**config.mk**
```make
export PLATFORM = sky130hd
export DESIGN_NAME = barrel_shift_reg_ctrl
export DESIGN_NICKNAME = d
export VERILOG_FILES = /design/src/rtl/barrel_shift_pkg.sv /design/src/rtl/barrel_shift_net.sv /design/src/rtl/barrel_shift_reg_ctrl.sv
export SDC_FILE = /design/constraint.sdc
export NUM_CORES = 1
export LEC_CHECK = 0
export ABC_CLOCK_PERIOD_IN_PS = 3900
export BUFFER_PORTS_ARGS = -buffer_cell sky130_fd_sc_hd__buf_2
export CAP_MARGIN = 20
export CELL_PAD_IN_SITES_DETAIL_PLACEMENT = 0
export CELL_PAD_IN_SITES_GLOBAL_PLACEMENT = 1
export CORE_ASPECT_RATIO = 0.6
export CORE_MARGIN = 2
export CORE_UTILIZATION = 29
export CTS_CLUSTER_DIAMETER = 100
export DETAILED_ROUTE_END_ITERATION = 8
export PLACE_DENSITY_LB_ADDON = 0.3
export SKIP_CTS_REPAIR_TIMING = 1
export SYNTH_ARGS = -nofsm -noshare
export SYNTH_HDL_FRONTEND = slang
export SYNTH_SLANG_ARGS = --single-unit
```
**constraint.sdc**
```tcl
create_clock -name clk -period 3.9 [get_ports clk]
set_clock_uncertainty 0.15 [all_clocks]
set_input_delay 0.39 -clock clk [delete_from_list [all_inputs] [get_ports clk]]
set_output_delay 0.39 -clock clk [all_outputs]
set_load 0.01 [all_outputs]
```
**src/rtl/barrel_shift_pkg.sv**
```systemverilog
// rtl/barrel_shift_pkg.sv - command field encodings and FSM states for barrel_shift_reg_ctrl
package barrel_shift_pkg;

    localparam logic OP_LOAD  = 1'b0;
    localparam logic OP_SHIFT = 1'b1;

    localparam logic DIR_LEFT  = 1'b0;
    localparam logic DIR_RIGHT = 1'b1;

    localparam logic [1:0] MODE_ROT     = 2'b00;
    localparam logic [1:0] MODE_LOG     = 2'b01;
    localparam logic [1:0] MODE_ARITH   = 2'b10;
    localparam logic [1:0] MODE_ROT_ALT = 2'b11;

    typedef enum logic {
        ST_IDLE = 1'b0,
        ST_RUN  = 1'b1
    } state_t;

endpackage

```
**src/rtl/barrel_shift_net.sv**
```systemverilog
// rtl/barrel_shift_net.sv - combinational log2(WIDTH)-stage rotate/logical/arithmetic shifter
module barrel_shift_net
    import barrel_shift_pkg::*;
#(
    parameter int WIDTH   = 8,
    parameter int SHAMT_W = $clog2(WIDTH)
) (
    input  logic [WIDTH-1:0]   data,
    input  logic [SHAMT_W-1:0] shamt,
    input  logic               dir,
    input  logic [1:0]         mode,
    output logic [WIDTH-1:0]   result
);

    logic rotate;
    logic arith;

    always_comb begin
        rotate = 1'b0;
        arith  = 1'b0;
        case (mode)
            MODE_ROT, MODE_ROT_ALT: rotate = 1'b1;
            MODE_LOG:               ;
            MODE_ARITH:             arith = 1'b1;
            default:                ;
        endcase
    end

    // Stage k moves by 2**k; arithmetic fill reuses the stage MSB, which still holds the original sign.
    for (genvar k = 0; k < SHAMT_W; k++) begin : g_stage
        localparam int S = 1 << k;
        logic [WIDTH-1:0] din;
        logic [WIDTH-1:0] lft;
        logic [WIDTH-1:0] rgt;
        logic [WIDTH-1:0] dout;

        if (k == 0) begin : g_first
            assign din = data;
        end else begin : g_next
            assign din = g_stage[k-1].dout;
        end

        for (genvar i = 0; i < WIDTH; i++) begin : g_bit
            if (i + S < WIDTH) begin : g_r_in
                assign rgt[i] = din[i+S];
            end else begin : g_r_fill
                assign rgt[i] = rotate ? din[i+S-WIDTH] : (arith & din[WIDTH-1]);
            end
            if (i >= S) begin : g_l_in
                assign lft[i] = din[i-S];
            end else begin : g_l_fill
                assign lft[i] = rotate & din[i-S+WIDTH];
            end
        end

        assign dout = shamt[k] ? ((dir == DIR_LEFT) ? lft : rgt) : din;
    end

    assign result = g_stage[SHAMT_W-1].dout;

endmodule

```
**src/rtl/barrel_shift_reg_ctrl.sv**
```systemverilog
// rtl/barrel_shift_reg_ctrl.sv - load/repeat-shift register with valid/ready command port (optional BARREL_SHIFT_REG_ABORT_EN)
module barrel_shift_reg_ctrl
    import barrel_shift_pkg::*;
#(
    parameter int WIDTH   = 8,
    parameter int SHAMT_W = $clog2(WIDTH),
    parameter int CNT_W   = 8
) (
    input  logic               clk,
    input  logic               reset_n,
`ifdef BARREL_SHIFT_REG_ABORT_EN
    input  logic               abort,
`endif
    input  logic               cmd_valid,
    output logic               cmd_ready,
    input  logic               cmd_op,
    input  logic [WIDTH-1:0]   data_in,
    input  logic [SHAMT_W-1:0] shamt,
    input  logic               dir,
    input  logic [1:0]         mode,
    input  logic [CNT_W-1:0]   repeat_cnt,
    output logic [WIDTH-1:0]   data_out,
    output logic               busy,
    output logic               done
);

    state_t             state, state_nxt;
    logic [CNT_W-1:0]   remaining, remaining_nxt;
    logic [SHAMT_W-1:0] lat_shamt, lat_shamt_nxt;
    logic               lat_dir, lat_dir_nxt;
    logic [1:0]         lat_mode, lat_mode_nxt;
    logic [WIDTH-1:0]   data_nxt;
    logic               done_nxt;
    logic               abort_hit;

    logic [SHAMT_W-1:0] net_shamt;
    logic               net_dir;
    logic [1:0]         net_mode;
    logic [WIDTH-1:0]   step_result;

`ifdef BARREL_SHIFT_REG_ABORT_EN
    assign abort_hit = abort;
`else
    assign abort_hit = 1'b0;
`endif

    assign busy      = (state == ST_RUN);
    assign cmd_ready = ~busy;

    // Step 1 is applied on the accept edge straight from the command fields.
    assign net_shamt = busy ? lat_shamt : shamt;
    assign net_dir   = busy ? lat_dir   : dir;
    assign net_mode  = busy ? lat_mode  : mode;

    barrel_shift_net #(
        .WIDTH   (WIDTH),
        .SHAMT_W (SHAMT_W)
    ) u_net (
        .data   (data_out),
        .shamt  (net_shamt),
        .dir    (net_dir),
        .mode   (net_mode),
        .result (step_result)
    );

    always_comb begin
        state_nxt     = state;
        remaining_nxt = remaining;
        lat_shamt_nxt = lat_shamt;
        lat_dir_nxt   = lat_dir;
        lat_mode_nxt  = lat_mode;
        data_nxt      = data_out;
        done_nxt      = 1'b0;
        case (state)
            ST_IDLE: begin
                if (cmd_valid) begin
                    case (cmd_op)
                        OP_LOAD: begin
                            data_nxt = data_in;
                            done_nxt = 1'b1;
                        end
                        OP_SHIFT: begin
                            lat_shamt_nxt = shamt;
                            lat_dir_nxt   = dir;
                            lat_mode_nxt  = mode;
                            if (repeat_cnt == '0) begin
                                done_nxt = 1'b1;
                            end else begin
                                data_nxt = step_result;
                                if (repeat_cnt == CNT_W'(1)) begin
                                    done_nxt = 1'b1;
                                end else begin
                                    state_nxt     = ST_RUN;
                                    remaining_nxt = repeat_cnt - CNT_W'(1);
                                end
                            end
                        end
                    endcase
                end
            end
            ST_RUN: begin
                if (abort_hit) begin
                    state_nxt = ST_IDLE;
                    done_nxt  = 1'b1;
                end else begin
                    data_nxt      = step_result;
                    remaining_nxt = remaining - CNT_W'(1);
                    if (remaining == CNT_W'(1)) begin
                        state_nxt = ST_IDLE;
                        done_nxt  = 1'b1;
                    end
                end
            end
            default: state_nxt = ST_IDLE;
        endcase
    end

    always_ff @(posedge clk or negedge reset_n) begin
        if (!reset_n) begin
            state     <= ST_IDLE;
            remaining <= '0;
            lat_shamt <= '0;
            lat_dir   <= 1'b0;
            lat_mode  <= 2'b00;
            data_out  <= '0;
            done      <= 1'b0;
        end else begin
            state     <= state_nxt;
            remaining <= remaining_nxt;
            lat_shamt <= lat_shamt_nxt;
            lat_dir   <= lat_dir_nxt;
            lat_mode  <= lat_mode_nxt;
            data_out  <= data_nxt;
            done      <= done_nxt;
        end
    end

endmodule

```
# Word-level counts from Yosys, hierarchy flattened
# Index checks and enable logic that the tools add are counted.
totals:
  word_cells: 75
  input_bits: 26
  regBits: 24
op_classes:
  addsub: 2
  mux: 39
  n_eq_ne: 9
  bitwise: 12
  n_reduce_logical: 6
op_table:
  columns: ["op", "n"]
  rows:
  - ["$mux W8", 12]
  - ["$pmux W8 S2", 3]
  - ["$mux W1", 19]
  - ["$eq A8 B1 Y1 const B", 2]
  - ["$sub A8 B1 Y8 const B", 2]
  - ["$and A1 B1 Y1", 10]
  - ["$logic_not A8 Y1", 1]
  - ["$ne A2 B2 Y1 const B", 3]
  - ["$pmux W1 S2", 3]
  - ["$eq A2 B2 Y1 const B", 2]
  - ["$reduce_and A4 Y1", 1]
  - ["$mux W3", 1]
  - ["$ne A3 B3 Y1 const B", 1]
  - ["$reduce_and A3 Y1", 1]
  - ["$logic_not A2 Y1", 1]
  - ["$mux W2", 1]
  - ["$ne A2 B1 Y1 const B", 1]
  - ["$not A1 Y1", 2]
  - ["$reduce_and A2 Y1", 1]
  - ["$reduce_or A2 Y1", 1]

# Longest topological paths before layout
# Gate-level depths: netlist of the first run.
depth:
  ltp_word: 19
  depth_mapped: 12
  ltp_nobuf: 8

# Modules after synthesis
# From an unflattened synthesis of the first run, not the netlist that was laid out.
hier_totals:
  cells_unflattened: 234
  area_unflattened_um2: 2188.3
modules_own_cells:
  columns: ["mod", "n_inst", "cells_per_inst", "area_each_um2"]
  rows:
  - ["barrel_shift_reg_ctrl", 1, 139, 1468.9]
  - ["barrel_shift_net", 1, 95, 719.4]

# Least setup slack after synthesis of the first run
# Ideal clock, no wire load.
synth_path:
  path_type: "reg2reg"
  startpoint: "reg state (netlist: busy)"
  endpoint: "reg data_out[0]"
  stages_incl_launch_ff: 13
  t_required_ns: 3.608
  n_path_buf: 4
  setup_ns: 0.142
  slack_ns: 0.642
  arrival_ns: 2.967
  cell_sequence: "dfrtp_1 buf_6 clkbuf_1 clkbuf_1 mux2_2 ha_1 clkbuf_1 and2_1 mux2i_1 o22ai_1 a31o_2 a221oi_1 a21oi_1"
synth_via:
  elab_chain_len: 13
  word_cells_on_any_way: 24
  cone_classes: "eq/ne: 3; mux: 14; bitwise: 4; reduce/logical: 3"
synth_rtl:
  columns: ["item", "line", "source"]
  rows:
  - ["from (decl)", "barrel_shift_reg_ctrl.sv:27", "state_t state, state_nxt;"]
  - ["from (signal assigned)", "barrel_shift_reg_ctrl.sv:128", "state <= state_nxt;"]
  - ["$mux W2", "barrel_shift_reg_ctrl.sv:53", "assign net_mode = busy ? lat_mode : mode;"]
  - ["$eq A2 B2 Y1 / $logic_not A2 Y1 (equally long branches)", "barrel_shift_net.sv:21", "case (mode)"]
  - ["$reduce_or A2 Y1", "barrel_shift_net.sv:21", null]
  - ["$mux W1", "barrel_shift_net.sv:21", null]
  - ["$and A1 B1 Y1", "barrel_shift_net.sv:52", "assign lft[i] = rotate & din[i-S+WIDTH];"]
  - ["$mux W8 (4 in a row)", "barrel_shift_net.sv:56", "assign dout = shamt[k] ? ((dir == DIR_LEFT) ? lft : rgt) : din;"]
  - ["$mux W8", "barrel_shift_reg_ctrl.sv:86", "if (repeat_cnt == '0) begin"]
  - ["$pmux W8 S2", "barrel_shift_reg_ctrl.sv:77", "case (cmd_op)"]
  - ["$mux W8", "barrel_shift_reg_ctrl.sv:76", "if (cmd_valid) begin"]
  - ["$pmux W8 S2", "barrel_shift_reg_ctrl.sv:74", "case (state)"]
  - ["to (signal assigned)", "barrel_shift_reg_ctrl.sv:133", "data_out <= data_nxt;"]
  - ["to (decl)", "barrel_shift_reg_ctrl.sv:22", "output logic [WIDTH-1:0] data_out,"]
# Parallel ways exist; a longest one is shown, timed or not. The select of a mux whose other input is x is not followed.
# A chain may end at the register's enable or synchronous reset.

# Worst setup path after layout of the first run
layout_path:
  startpoint: "reg state (netlist: busy)"
  endpoint: "reg data_out[6]"
layout_via:
  elab_chain_len: 19
  word_cells_on_any_way: 31
  cone_classes: "eq/ne: 4; mux: 19; bitwise: 5; reduce/logical: 3"
layout_rtl:
  columns: ["item", "line", "source"]
  rows:
  - ["$mux W2", "barrel_shift_reg_ctrl.sv:53", null]
  - ["$eq A2 B2 Y1 / $logic_not A2 Y1 (equally long branches)", "barrel_shift_net.sv:21", null]
  - ["$mux W1 / $reduce_or A2 Y1 (equally long branches)", "barrel_shift_net.sv:21", null]
  - ["$and A1 B1 Y1 / $mux W1 (equally long branches)", "barrel_shift_net.sv:47, barrel_shift_net.sv:21", null]
  - ["$mux W1", "barrel_shift_net.sv:47", "assign rgt[i] = rotate ? din[i+S-WIDTH] : (arith & din[WIDTH-1]);"]
  - ["$mux W8 (2 in a row)", "barrel_shift_net.sv:56", null]
  - ["$and A1 B1 Y1", "barrel_shift_net.sv:47", null]
  - ["$mux W1", "barrel_shift_net.sv:47", null]
  - ["$mux W8 (2 in a row)", "barrel_shift_net.sv:56", null]
  - ["$and A1 B1 Y1", "barrel_shift_net.sv:47", null]
  - ["$mux W1", "barrel_shift_net.sv:47", null]
  - ["$mux W8 (2 in a row)", "barrel_shift_net.sv:56", null]
  - ["$mux W8", "barrel_shift_reg_ctrl.sv:86", null]
  - ["$pmux W8 S2", "barrel_shift_reg_ctrl.sv:77", null]
  - ["$mux W8", "barrel_shift_reg_ctrl.sv:76", null]
  - ["$pmux W8 S2", "barrel_shift_reg_ctrl.sv:74", null]
# Parallel ways exist; a longest one is shown, timed or not. The select of a mux whose other input is x is not followed.

==> metrics.csv, run 1 <==
metric,value,unit
layout_common_cells,"buf_2, nand2_1, nor2_1, dfrtp_1, a21oi_1",
cts.sinks,24,
min_period_over_period,74.76,%
hold_path.class,in -> async,
tns,0,ps
io_buffers,36,
final_antenna_net_count,0,
routed_wl,6391,um
required,3900,ps
n_antenna_cell,0,
num_vias,2075,
rsz0062_at_grt,false,
fin_util,34.34,%
synth-main-ff-cell,dfrtp_1,
grt-ovfl-total,0,
drtIter0Drc,177,
synth_cell_types,47,
cts_buffer_depth,2,
clk_latency,260,ps
wl_per_cell,16.77,um
place.gp.congestion,0.8835,
grt_use_total,16.40,%
hpwl,4850,um
nets,322,
die_h,70.26,um
slew_headroom,36.45,%
clk_pin_slew,60,ps
syn_nets,293,
path_class,reg -> reg,
peakVddDrop,0.1951,mV
syn_avg_cell_area,8.099,um^2
critPathMaxStageDelay,550,ps
violations,hold timing,
leakagePower,1.065,nW
cts_buffers,3,
initial_utilization,29.57,%
cts_tree,yes,
powerDensity,892.3,mW/mm^2
max_slew.worst_pin.slew,926.8,ps
core,0.007177,mm^2
status,"complete, but fails checks",
syn_inst,262,
ys_seq_area_share,28.30,%
drv_slew,0,
synth-edff-count,0,
routed_via_density,5.446,
synth_area,0.002122,mm^2
hold_viol,24,
die_width,114.4,um
drive_above_1_share,20.34,%
reg2reg_slack,980,ps
path_max_fanout,28,
endpoint_kind,flop,
antenna_found_initial,0,
cp_cell_sequence,buf_4 > mux2i_1 > ha_1 > and3b_1 > a211o_1 > a32o_1 > a31oi_1 > o211ai_1 > o22a_1,
critPathArrivalTime,2920,ps
htree_levels,1,
grt_max_degree,29,
remaining_drc_errors,0,
setup_viol,0,
power,2.199,mW
row_count,24,
critPathSlowestCell,ha_1,
holdWs,-37.82,ps
synth-seq-cells,24,
grt_pass1_vias,1905,
root_buffer,clkbuf_16,
dieArea,0.008040,mm^2
drv_cap,0,
grt_pass1_wl,10480,um
io_pins,37,
min_period,2916,ps
synth-async-reset-ratio,100.0,%
drtPass1Iterations,4,
syn_to_final_growth,16.16,%
yosysWarnings,0,
final_common_cell,buf_2,
fmax,0.3430,GHz
start_kind,flop,
## per-layer routing
metal	vias up	GRT usage, %	wire length, um	part of all wire [%]
met5	-	0	0	0
met4	0	1.897	14	0.22
met3	4	3.385	458	7.2
met2	59	19.07	2314	36
met1	976	29.33	3604	56
li1	1036	-	-	-
## report_power, final
group	switching [mW]	total [mW]	internal, mW
combinational	0.758	1.35	0.594
sequential	0.179	0.551	0.372
clock	0.0921	0.296	0.204
total	1.03	2.20	1.17
## cell type report
type                    count  area (um^2)
multi-input cells         217         1424
clock buffers               3        75.07
clock inverters             1        30.03
fillers                   744         4712
well taps                  91        113.9
inverters                   7        26.28
repair buffers             38        195.2
flip-flops and latches     24        600.6
## cell families (layout without fill, tap and decap cells)
logic type / after synthesis / count (layout) / synth area share, %
simple gates: 88 / 88 / 18.16
compound gates: 87 / 87 / 27.12
mux: 28 / 28 / 15.15
flops: 24 / 24 / 28.30
buf+inv: 21 / 49 / 4.599
xor+xnor: 9 / 9 / 3.715
fa+ha+maj: 5 / 5 / 2.948
## sequential cells by signal, summed over array words and instances (netlist names)
signal     count
data_out       8
remaining      8
lat_shamt      3
lat_mode       2
busy           1
done           1
lat_dir        1
## path summary, 6_finish.rpt
| check | cells after the start | from | end |
|---|---|---|---|
| worst max-delay path | 9 | busy$_DFF_PN0_ | data_out[6]$_DFFE_PN0P_ |
| worst min-delay path | 1 | reset_n | lat_shamt[1]$_DFFE_PN0P_ |
| worst max register to register | 9 | busy$_DFF_PN0_ | data_out[6]$_DFFE_PN0P_ |
| worst min register to register | 1 | lat_mode[0]$_DFFE_PN0P_ | lat_mode[0]$_DFFE_PN0P_ |
| max in group asynchronous | 1 | reset_n | remaining[7]$_DFFE_PN0P_ |
| min in group clk | 2 | mode[0] | lat_mode[0]$_DFFE_PN0P_ |
## synth_stat cells, drive strengths merged (3+ instances only)
cell type / instances / area, um^2
a211oi: 5 / 37.54
a21oi: 21 / 105.1
a311oi: 3 / 26.28
a31oi: 7 / 43.79
buf: 6 / 41.28
clkbuf: 8 / 30.03
dfrtp: 24 / 600.6
ha: 5 / 62.56
inv: 7 / 26.28
mux2: 13 / 146.4
mux2i: 14 / 152.6
nand2: 33 / 123.9
nand3: 13 / 65.06
nor2: 25 / 93.84
nor3: 6 / 30.03
nor4: 3 / 18.77
o211ai: 4 / 30.03
o21ai: 19 / 95.09
o22a: 3 / 26.28
o22ai: 4 / 25.02
xnor2: 7 / 61.31
## stage by stage
step                area, um^2  std cells  setup WS, ps
floorplan                 2122        262         641.6
detailed placement        2352        376         992.6
CTS                       2457        380         974.7
finish                    2465        381         984.4
global route              2465        381         751.9
global placement          2352        376          1073
## critical path, delay by kind of cell (launching register included)
family | cells | cell delay [ps]
mux | 1 | 150
flops | 1 | 350
buf+inv | 1 | 330
fa+ha+maj | 1 | 550
compound gates | 5 | 1020
simple gates | 1 | 260
No activity file was read; power rests on OpenSTA's default activity.
==> run 2, diff against run 1 <==
--- a/config.mk
+++ b/config.mk
@@ -5,7 +5,7 @@
 export SDC_FILE = /design/constraint.sdc
 export NUM_CORES = 1
 export LEC_CHECK = 0
-export ABC_CLOCK_PERIOD_IN_PS = 3900
+export ABC_CLOCK_PERIOD_IN_PS = 2700
 export BUFFER_PORTS_ARGS = -buffer_cell sky130_fd_sc_hd__buf_2
 export CAP_MARGIN = 20
 export CELL_PAD_IN_SITES_DETAIL_PLACEMENT = 0
==> constraint.sdc (replaced) <==
create_clock -name clk -period 2.7 [get_ports clk]
set_clock_uncertainty 0.15 [all_clocks]
set_input_delay 0.27 -clock clk [delete_from_list [all_inputs] [get_ports clk]]
set_output_delay 0.27 -clock clk [all_outputs]
set_load 0.01 [all_outputs]
==> metrics.csv, run 2 (synthesized netlist as in run 1, its figures left out) <==
metric,value,unit,change
status,completed,,"was complete, but fails checks"
required,2750,ps,was 3900 ps
placed_cells,387,,was 376
grt-ovfl-total,0,,unchanged
drtIter0Drc,245,,was 177
drv_slew,0,,unchanged
routed_via_density,5.497,,was 5.446
die_h,70.26,um,unchanged
grt_pass1_vias,2017,,"was 1,905"
peakVddDrop,0.3365,mV,was 0.1951 mV
setup_viol,0,,unchanged
critPathMaxStageDelay,430,ps,was 550 ps
cts.sinks,24,,unchanged
io_pins,37,,unchanged
fin_cells,392,,was 381
cts_tree,yes,,unchanged
powerDensity,1315,mW/mm^2,was 892.3 mW/mm^2
fin_ws,200.2,ps,was 984.4 ps
leakagePower,1.124,nW,was 1.065 nW
hold_viol,0,,was 24
grt_use_total,17.59,%,was 16.40%
dp_slack,212.3,ps,was 992.6 ps
drtPass1Iterations,4,,unchanged
fmax,0.4000,GHz,was 0.3430 GHz
grt_pass1_wl,11110,um,"was 10,480 um"
num_vias,2155,,"was 2,075"
cts_buffers,3,,unchanged
final_antenna_net_count,0,,unchanged
drive_above_1_share,24.25,%,was 20.34%
placedInstanceArea,0.002462,mm^2,was 0.002352 mm^2
slew_headroom,55.01,%,was 36.45%
n_antenna_cell,0,,unchanged
clk_latency,260,ps,about the same
die_width,114.4,um,unchanged
holdWs,111.8,ps,was -37.82 ps
hold_path.class,in -> reg,,was in -> async
syn_to_final_growth,21.46,%,was 16.16%
grt_max_degree,25,,was 29
min_period,2500,ps,was 2916 ps
place.gp.congestion,0.8669,,was 0.8835
path_class,reg -> reg,,unchanged
cts_buffer_depth,2,,unchanged
min_period_over_period,92.59,%,was 74.76%
top_regs,"data_out: 8 flops, remaining: 8 flops, lat_shamt: 3 flops",,unchanged
wl_per_cell,17.22,um,was 16.77 um
power,3.388,mW,was 2.199 mW
fin_area,0.002577,mm^2,was 0.002465 mm^2
initial_utilization,29.57,%,unchanged
io_buffers,36,,unchanged
row_count,24,,unchanged
dieArea,0.008040,mm^2,unchanged
cp_cell_sequence,mux2_4 > ha_4 > buf_4 > nor2b_1 > nor2_1 > a31oi_1 > nand2_2 > a211oi_1 > o22a_1,,was buf_4 > mux2i_1 > ha_1 > and3b_1 > a211o_1 > a32o_1 > a31oi_1 > o211ai_1 > o22a_1
fillerInstances,752,,was 744
cpLargestDelayFamily,compound AO/OA/AOI/OAI gates,,unchanged
critPathArrivalTime,2550,ps,was 2920 ps
nets,333,,was 322
hpwl,5049,um,was 4850 um
tns,0,ps,unchanged
remaining_drc_errors,0,,unchanged
layout_common_cells,"buf_2, nand2_1, nor2_1, dfrtp_1, a21oi_1",,unchanged
routed_wl,6749,um,was 6391 um
htree_levels,1,,unchanged
path_buf_inv,1,,unchanged
clk_pin_slew,60,ps,about the same
core,0.007177,mm^2,unchanged
antenna_found_initial,0,,unchanged
final_common_cell,buf_2,,unchanged
endpoint_kind,flop,,unchanged
max_slew.worst_pin.slew,668.7,ps,was 926.8 ps
path_max_fanout,13,,was 28
critPathSlowestCell,dfrtp_1,,was ha_1
drv_cap,0,,unchanged
rsz0062_at_grt,false,,unchanged
root_buffer,clkbuf_16,,unchanged
start_kind,flop,,unchanged
fin_util,35.91,%,was 34.34%
[run 2: cell types whose count changed in the layout (fill, tap and decap cells not counted), sizes merged]
cell / previous run / this run
dlygate4sd3: 0 / 1
buf: 38 / 48
[run 2: worst register-to-register path, stage by stage, from the launching register on]
cell and delay, ps:
dfrtp_1 430, mux2_4 340, ha_4 240, buf_4 170, nor2b_1 170, nor2_1 50
a31oi_1 260, nand2_2 130, a211oi_1 320, o22a_1 190
[run 2: layer usage]
metal	track usage, %	routed length (um)	vias to the layer above
met3	4.861	449	4
met2	21.83	2538	66
met4	3.523	51	0
met1	28.97	3709	1023
met5	0	0	-
li1	-	-	1062
[run 2: report_power, final]
group	total [mW]	switching [mW]	internal (mW)
Sequential	0.779	0.243	0.537
Clock	0.424	0.129	0.295
Combinational	2.19	1.21	0.977
Total	3.39	1.58	1.81
[run 2: final timing paths]
kind	start	endpoint	slack (ps)	cells after the start
min in group asynchronous	reset_n	remaining[1]$_DFFE_PN0P_	390	2
hold reg to reg	lat_mode[0]$_DFFE_PN0P_	lat_mode[0]$_DFFE_PN0P_	380	1
max in group asynchronous	reset_n	done$_DFF_PN0_	1630	2
setup / recovery	busy$_DFF_PN0_	data_out[6]$_DFFE_PN0P_	200	9
setup reg to reg	busy$_DFF_PN0_	data_out[6]$_DFFE_PN0P_	200	9
hold / removal	mode[0]	lat_mode[0]$_DFFE_PN0P_	110	2
[run 2: layout make-up]
type,count,area [um^2],share of cell area [%]
tap,91,113.9,4.417
sequential,24,600.6,23.30
timing repair buffer,49,280.3,10.87
multi-input combinational,217,1451,56.31
inverter,7,26.28,1.019
clock buffer,3,75.07,2.913
clock inverter,1,30.03,1.165
